$ cat src/rtl/uart_rx.sv
// UART receiver: start, 8 data bits LSB first, parity, stop.
// Presents each byte with a one-cycle valid strobe and error flags.
module uart_rx #(
    parameter int CLK_FREQ  = 6000000,
    parameter int BAUD_RATE = 600000,
    parameter int PARITY    = 0
) (
    input  logic       clk,
    input  logic       reset,
    input  logic       rx,
    output logic [7:0] data_rx,
    output logic       rx_valid,
    output logic       parity_err,
    output logic       frame_err,
    output logic       rx_busy
);

    localparam int CLKS_PER_BIT = CLK_FREQ / BAUD_RATE;
    localparam int HALF_BIT     = CLKS_PER_BIT / 2;
    localparam int TW           = $clog2(CLKS_PER_BIT) + 1;
    localparam logic ODD        = (PARITY != 0);
    localparam logic [TW-1:0] HALF_END = TW'(HALF_BIT - 1);
    localparam logic [TW-1:0] BIT_END  = TW'(CLKS_PER_BIT - 1);

    typedef enum logic [2:0] {
        IDLE, START, DATA, PAR, STOP, WAIT_HIGH
    } state_t;

    state_t          state_q, state_d;
    logic [TW-1:0]   timer_q, timer_d;
    logic [2:0]      idx_q, idx_d;
    logic [7:0]      shift_q, shift_d;
    logic            par_q, par_d;
    logic [7:0]      data_q, data_d;
    logic            valid_q, valid_d;
    logic            perr_q, perr_d;
    logic            ferr_q, ferr_d;
    logic            armed_q, armed_d;
    logic            meta_q, rx_s_q;
    logic [1:0]      sync_ok_q;
    logic            exp_par;

    // sync_ok_q masks the synchroniser's reset value so that a line
    // already low at reset release is not mistaken for a start edge.
    always_ff @(posedge clk or posedge reset) begin
        if (reset) begin
            meta_q    <= 1'b1;
            rx_s_q    <= 1'b1;
            sync_ok_q <= 2'b00;
        end else begin
            meta_q    <= rx;
            rx_s_q    <= meta_q;
            sync_ok_q <= {sync_ok_q[0], 1'b1};
        end
    end

    always_ff @(posedge clk or posedge reset) begin
        if (reset) begin
            state_q <= IDLE;
            timer_q <= '0;
            idx_q   <= '0;
            shift_q <= '0;
            par_q   <= 1'b0;
            data_q  <= '0;
            valid_q <= 1'b0;
            perr_q  <= 1'b0;
            ferr_q  <= 1'b0;
            armed_q <= 1'b0;
        end else begin
            state_q <= state_d;
            timer_q <= timer_d;
            idx_q   <= idx_d;
            shift_q <= shift_d;
            par_q   <= par_d;
            data_q  <= data_d;
            valid_q <= valid_d;
            perr_q  <= perr_d;
            ferr_q  <= ferr_d;
            armed_q <= armed_d;
        end
    end

    assign exp_par = (^shift_q) ^ ODD;

    always_comb begin
        state_d = state_q;
        timer_d = timer_q + TW'(1);
        idx_d   = idx_q;
        shift_d = shift_q;
        par_d   = par_q;
        data_d  = data_q;
        valid_d = 1'b0;
        perr_d  = perr_q;
        ferr_d  = ferr_q;
        armed_d = armed_q;
        unique case (state_q)
            IDLE: begin
                timer_d = '0;
                if (sync_ok_q[1] && rx_s_q) armed_d = 1'b1;
                if (armed_q && !rx_s_q) state_d = START;
            end
            START: begin
                if (timer_q == HALF_END) begin
                    timer_d = '0;
                    idx_d   = '0;
                    state_d = rx_s_q ? IDLE : DATA;
                end
            end
            DATA: begin
                if (timer_q == BIT_END) begin
                    timer_d = '0;
                    shift_d = {rx_s_q, shift_q[7:1]};
                    idx_d   = idx_q + 3'd1;
                    if (idx_q == 3'd7) state_d = PAR;
                end
            end
            PAR: begin
                if (timer_q == BIT_END) begin
                    timer_d = '0;
                    par_d   = rx_s_q;
                    state_d = STOP;
                end
            end
            STOP: begin
                if (timer_q == BIT_END) begin
                    timer_d = '0;
                    valid_d = 1'b1;
                    data_d  = shift_q;
                    perr_d  = (par_q != exp_par);
                    ferr_d  = !rx_s_q;
                    state_d = rx_s_q ? IDLE : WAIT_HIGH;
                end
            end
            WAIT_HIGH: begin
                timer_d = '0;
                if (rx_s_q) state_d = IDLE;
            end
            default: state_d = IDLE;
        endcase
    end

    assign data_rx    = data_q;
    assign rx_valid   = valid_q;
    assign parity_err = perr_q;
    assign frame_err  = ferr_q;
    assign rx_busy    = (state_q == START) || (state_q == DATA) ||
                        (state_q == PAR)   || (state_q == STOP);

endmodule

$ cat config.mk
export PLATFORM = sky130hd
export DESIGN_NAME = uart_rx
export DESIGN_NICKNAME = d
export VERILOG_FILES = /design/src/rtl/uart_rx.sv
export SDC_FILE = /design/constraint.sdc
export NUM_CORES = 1
export LEC_CHECK = 0
export ABC_CLOCK_PERIOD_IN_PS = 2500
export CAP_MARGIN = 25
export CORE_MARGIN = 2
export CORE_UTILIZATION = 45
export CTS_CLUSTER_DIAMETER = 200
export DETAILED_ROUTE_END_ITERATION = 10
export PLACE_DENSITY_LB_ADDON = 0.2
export SYNTH_ARGS = -nofsm -noshare
export SYNTH_HDL_FRONTEND = slang
export SYNTH_SLANG_ARGS = --single-unit
$ cat constraint.sdc
create_clock -name clk -period 2.5 [get_ports clk]
set_input_delay 0.375 -clock clk [delete_from_list [all_inputs] [get_ports clk]]
set_output_delay 0.375 -clock clk [all_outputs]
set_load 0.01 [all_outputs]
==> impl_metrics.csv, run 1 <==
group,metric,value,unit
status,status,"finished, final reports clean",
placed_design,numPortBuffers,14,
power_and_ir_drop,pwr_density_cell,736,mW/mm²
clock_tree,cts-resized-gates,0,
detailed_routing,via_per_inst,4.98,
worst_setup_path,path_class,"flip-flop to output pin",
layout,fillers,335,
global_route,antenna_found_initial,0,
logic_synthesis,synth_top_flop_cell,"dfrtp_1",
layout,nets,165,
layout,synthToLayoutAreaGrowth,16.1,%
sta,maxSlewViolCount,0,
detailed_routing,drc,0,
logic_synthesis,synth_common_cells,"dfrtp_1 (34), mux2_2 (11), nor2_1 (11)",
clock_tree,worstSkewPairLatency,0.28,ns
worst_setup_path,r2r-end,"idx_q[2]",
floorplan,dieArea,0.00427,mm²
logic_synthesis,synth_top_area_frac,0.503,
layout,diodes,0,
sta,rsz0062_at_grt,"false",
worst_setup_path,cpMaxStageDelayCell,"clkdlybuf4s50_1",
clock_tree,cts_tree,"built",
sta,skew,0.00704,ns
clock_tree,clkSinkCount,36,
min_path,hold_path_class,"flip-flop to flip-flop",
global_route,grtUsageTotal,0.145,
clock_tree,clkTransAtPathRegs,0.07,ns
worst_setup_path,path_max_fanout,14,
logic_synthesis,yosysSeqAreaShare,0.534,
clock_tree,cts_buffer_depth,2,
min_path,hold_end,"sync_ok_q[1]",
min_path,worstHoldPathCells,0,
power_and_ir_drop,peakVddDrop,0.373,mV
detailed_routing,first_iter_violations,54,
logic_synthesis,synth_edf_count,0,
detailed_routing,vias,1025,
global_route,grt_pass1_wl,4600,µm
logic_synthesis,ys_warn_count,0,
worst_setup_path,r2r_cells,7,
clock_tree,cts_max_level,2,
logic_synthesis,yosysTopAreaCell,"dfrtp_1",
sta,max_freq,447,MHz
sta,finalSetupViolCount,0,
clock_tree,cts_inserted_buffers,5,
logic_synthesis,synthTopCellsByArea,"dfrtp_1 (50%), mux2_2 (7.3%), xnor2_1 (4.7%)",
layout,drive_above_1_share,0.215,
placed_design,gp_congestion,0.728,
sta,hold_violations,0,
detailed_routing,avgRoutedWirePerCell,13.0,µm
layout,fin_cells,206,
global_route,grt_remaining_overflow,0,
placed_design,placed_cells,198,
detailed_routing,dr.pass1.iters,4,
logic_synthesis,syn-num-nets,147,
power_and_ir_drop,leakage,0.925,nW
worst_setup_path,startpoint_type,"flip-flop",
worst_setup_path,path_cells,"nor2_1 -> xnor2_1 -> clkdlybuf4s50_1",
floorplan,num_rows,22,
sta,min_period_over_period,0.896,
clock_tree,hold_buffers,0,
floorplan,die_x,65.3,µm
worst_setup_path,r2r-start,"timer_q[0]",
flow_run,maxCapViolations,0,
power_and_ir_drop,combPwrFrac,0.230,
worst_setup_path,critPathMaxStageDelay,0.55,ns
power_and_ir_drop,p_clk_frac,0.272,
logic_synthesis,synth-seq-cells,36,
logic_synthesis,synth.distinct_cells,36,
floorplan,core_area,0.00363,mm²
worst_setup_path,reg2reg_slack,0.48,ns
worst_setup_path,crit_arrival,1.86,ns
logic_synthesis,synthCells,139,
power_and_ir_drop,p_seq_frac,0.498,
global_route,grt_pass1_vias,1014,
power_and_ir_drop,p_sw,0.000457,W
clock_tree,cts-root-buf,"clkbuf_8",
worst_setup_path,cp-end-kind,"output pin",
logic_synthesis,netlist_area,0.00169,mm²
worst_setup_path,crit_required,2.12,ns
sta,tns,0,ns
logic_synthesis,syn_area_per_cell,12.2,µm²
floorplan,initial_core_util,0.466,
detailed_routing,routed_wl,2670,µm
min_path,min_from,"sync_ok_q[0]",
detailed_routing,drtAntennaViolNets,0,
sta,min_period,2.24,ns
global_route,grt_max_degree,37,
clock_tree,post-cts-setup-buffers,0,
power_and_ir_drop,netSwitchingFraction,0.317,
power_and_ir_drop,internal_power,0.000988,W
placed_design,place_hpwl,1800,µm
floorplan,ioPinCount,15,
logic_synthesis,yosysMostFrequentCell,"dfrtp_1",
floorplan,die_h,65.3,µm
logic_synthesis,ys_async_sr_fraction,1.00,
## sequential cells by signal, indices dropped and copies added (netlist names)
register,flops
armed_q,1
parity_err,1
rx_s_q,1
state_q,3
timer_q,5
sync_ok_q,2
par_q,1
shift_q,8
data_rx,8
idx_q,3
meta_q,1
frame_err,1
rx_valid,1
## worst max path at each step
stage,slack (ns),from,depth (start not counted),end
6_report,0.26,state_q[1],3,rx_busy
5_1_grt,0.16,state_q[1],3,rx_busy
4_1_cts,0.26,state_q[1],3,rx_busy
3_5_place_dp,0.52,timer_q[0],7,idx_q[2]
3_3_place_gp,0.58,state_q[1],3,rx_busy
2_1_floorplan,0.76,timer_q[0],7,idx_q[0]
## power by group through the flow
stage / combinational [W] / clock, W / sequential [W]
floorplan: 0.000302 / 0 / 0.000679
finish: 0.000332 / 0.000393 / 0.000720
CTS: 0.000336 / 0.000406 / 0.000718
global placement: 0.000323 / 0 / 0.000724
detailed placement: 0.000333 / 0 / 0.000729
global route: 0.000376 / 0.000438 / 0.000734
## through the flow
stage / utilization / worst slack, ns / total power (W) / hold slack (ns) / area, µm²
2_1_floorplan: - / 0.764 / 0.000981 / 0.331 / 1690
5_1_grt: 0.541 / 0.156 / 0.00155 / 0.366 / 1960
4_1_cts: 0.541 / 0.258 / 0.00146 / 0.359 / 1960
3_3_place_gp: 0.517 / 0.582 / 0.00105 / 0.333 / 1880
3_5_place_dp: 0.517 / 0.520 / 0.00106 / 0.345 / 1880
6_report: 0.541 / 0.261 / 0.00145 / 0.354 / 1960
## cell families (layout without fill, tap and decap cells)
logic type      after synthesis  after routing  share of synthesized area
flops                        36             36                      0.534
other cells                   1              1                    0.00222
simple gates                 40             40                      0.129
buf+inv                      10             29                     0.0251
compound gates               16             16                     0.0725
mux                          19             19                      0.138
fa+ha+maj                     5              5                     0.0370
xor+xnor                     12             12                     0.0621
## layer usage
layer	wire length, µm	share of wire	vias to the layer above	GRT usage
met5	0	0	-	0
met4	35	0.013	0	0.0625
met3	85	0.032	4	0.0411
met1	1270	0.47	499	0.184
li1	-	-	506	-
met2	1290	0.48	16	0.231
## final cells by class
type / instances / area, µm² / share of cell area
tap: 48 / 60.1 / 0.0306
inverter: 6 / 22.5 / 0.0115
clock inverter: 1 / 8.76 / 0.00446
sequential: 36 / 903 / 0.460
multi-input combinational: 93 / 746 / 0.380
timing repair buffer: 15 / 148 / 0.0752
clock buffer: 7 / 76.3 / 0.0389
## cell usage in the layout, fill, tap and decap left out, types with 2 or more instances in the layout
| cell | instances |
|---|---|
| nor3_1 | 2 |
| nand3_2 | 2 |
| clkdlybuf4s50_1 | 14 |
| mux2_1 | 3 |
| clkbuf_1 | 2 |
| nand3_1 | 5 |
| and3_1 | 3 |
| xnor2_1 | 9 |
| nor2b_1 | 2 |
| xor2_1 | 3 |
| dfstp_2 | 2 |
| a21oi_1 | 2 |
| nand2_1 | 8 |
| mux2_4 | 5 |
| nor2_1 | 11 |
| o21ai_0 | 7 |
| dfrtp_1 | 34 |
| clkbuf_8 | 5 |
| mux2_2 | 11 |
| inv_1 | 6 |
| ha_1 | 5 |
## critical path, delay by kind of cell (launching register included)
kind                   cells  cell delay [ns]
XOR/XNOR                   1             0.16
buffers and inverters      1             0.55
AND/OR/NAND/NOR            1             0.35
flip-flops                 1             0.52
Note: power is estimated with default switching activity, not from simulation.
==> run 2, diff against run 1 <==
Settings changed: CTS_CLUSTER_SIZE from default to 28.
==> results of run 2 <==
No change in the layout: final DEF, timing and power equal those of run 1.
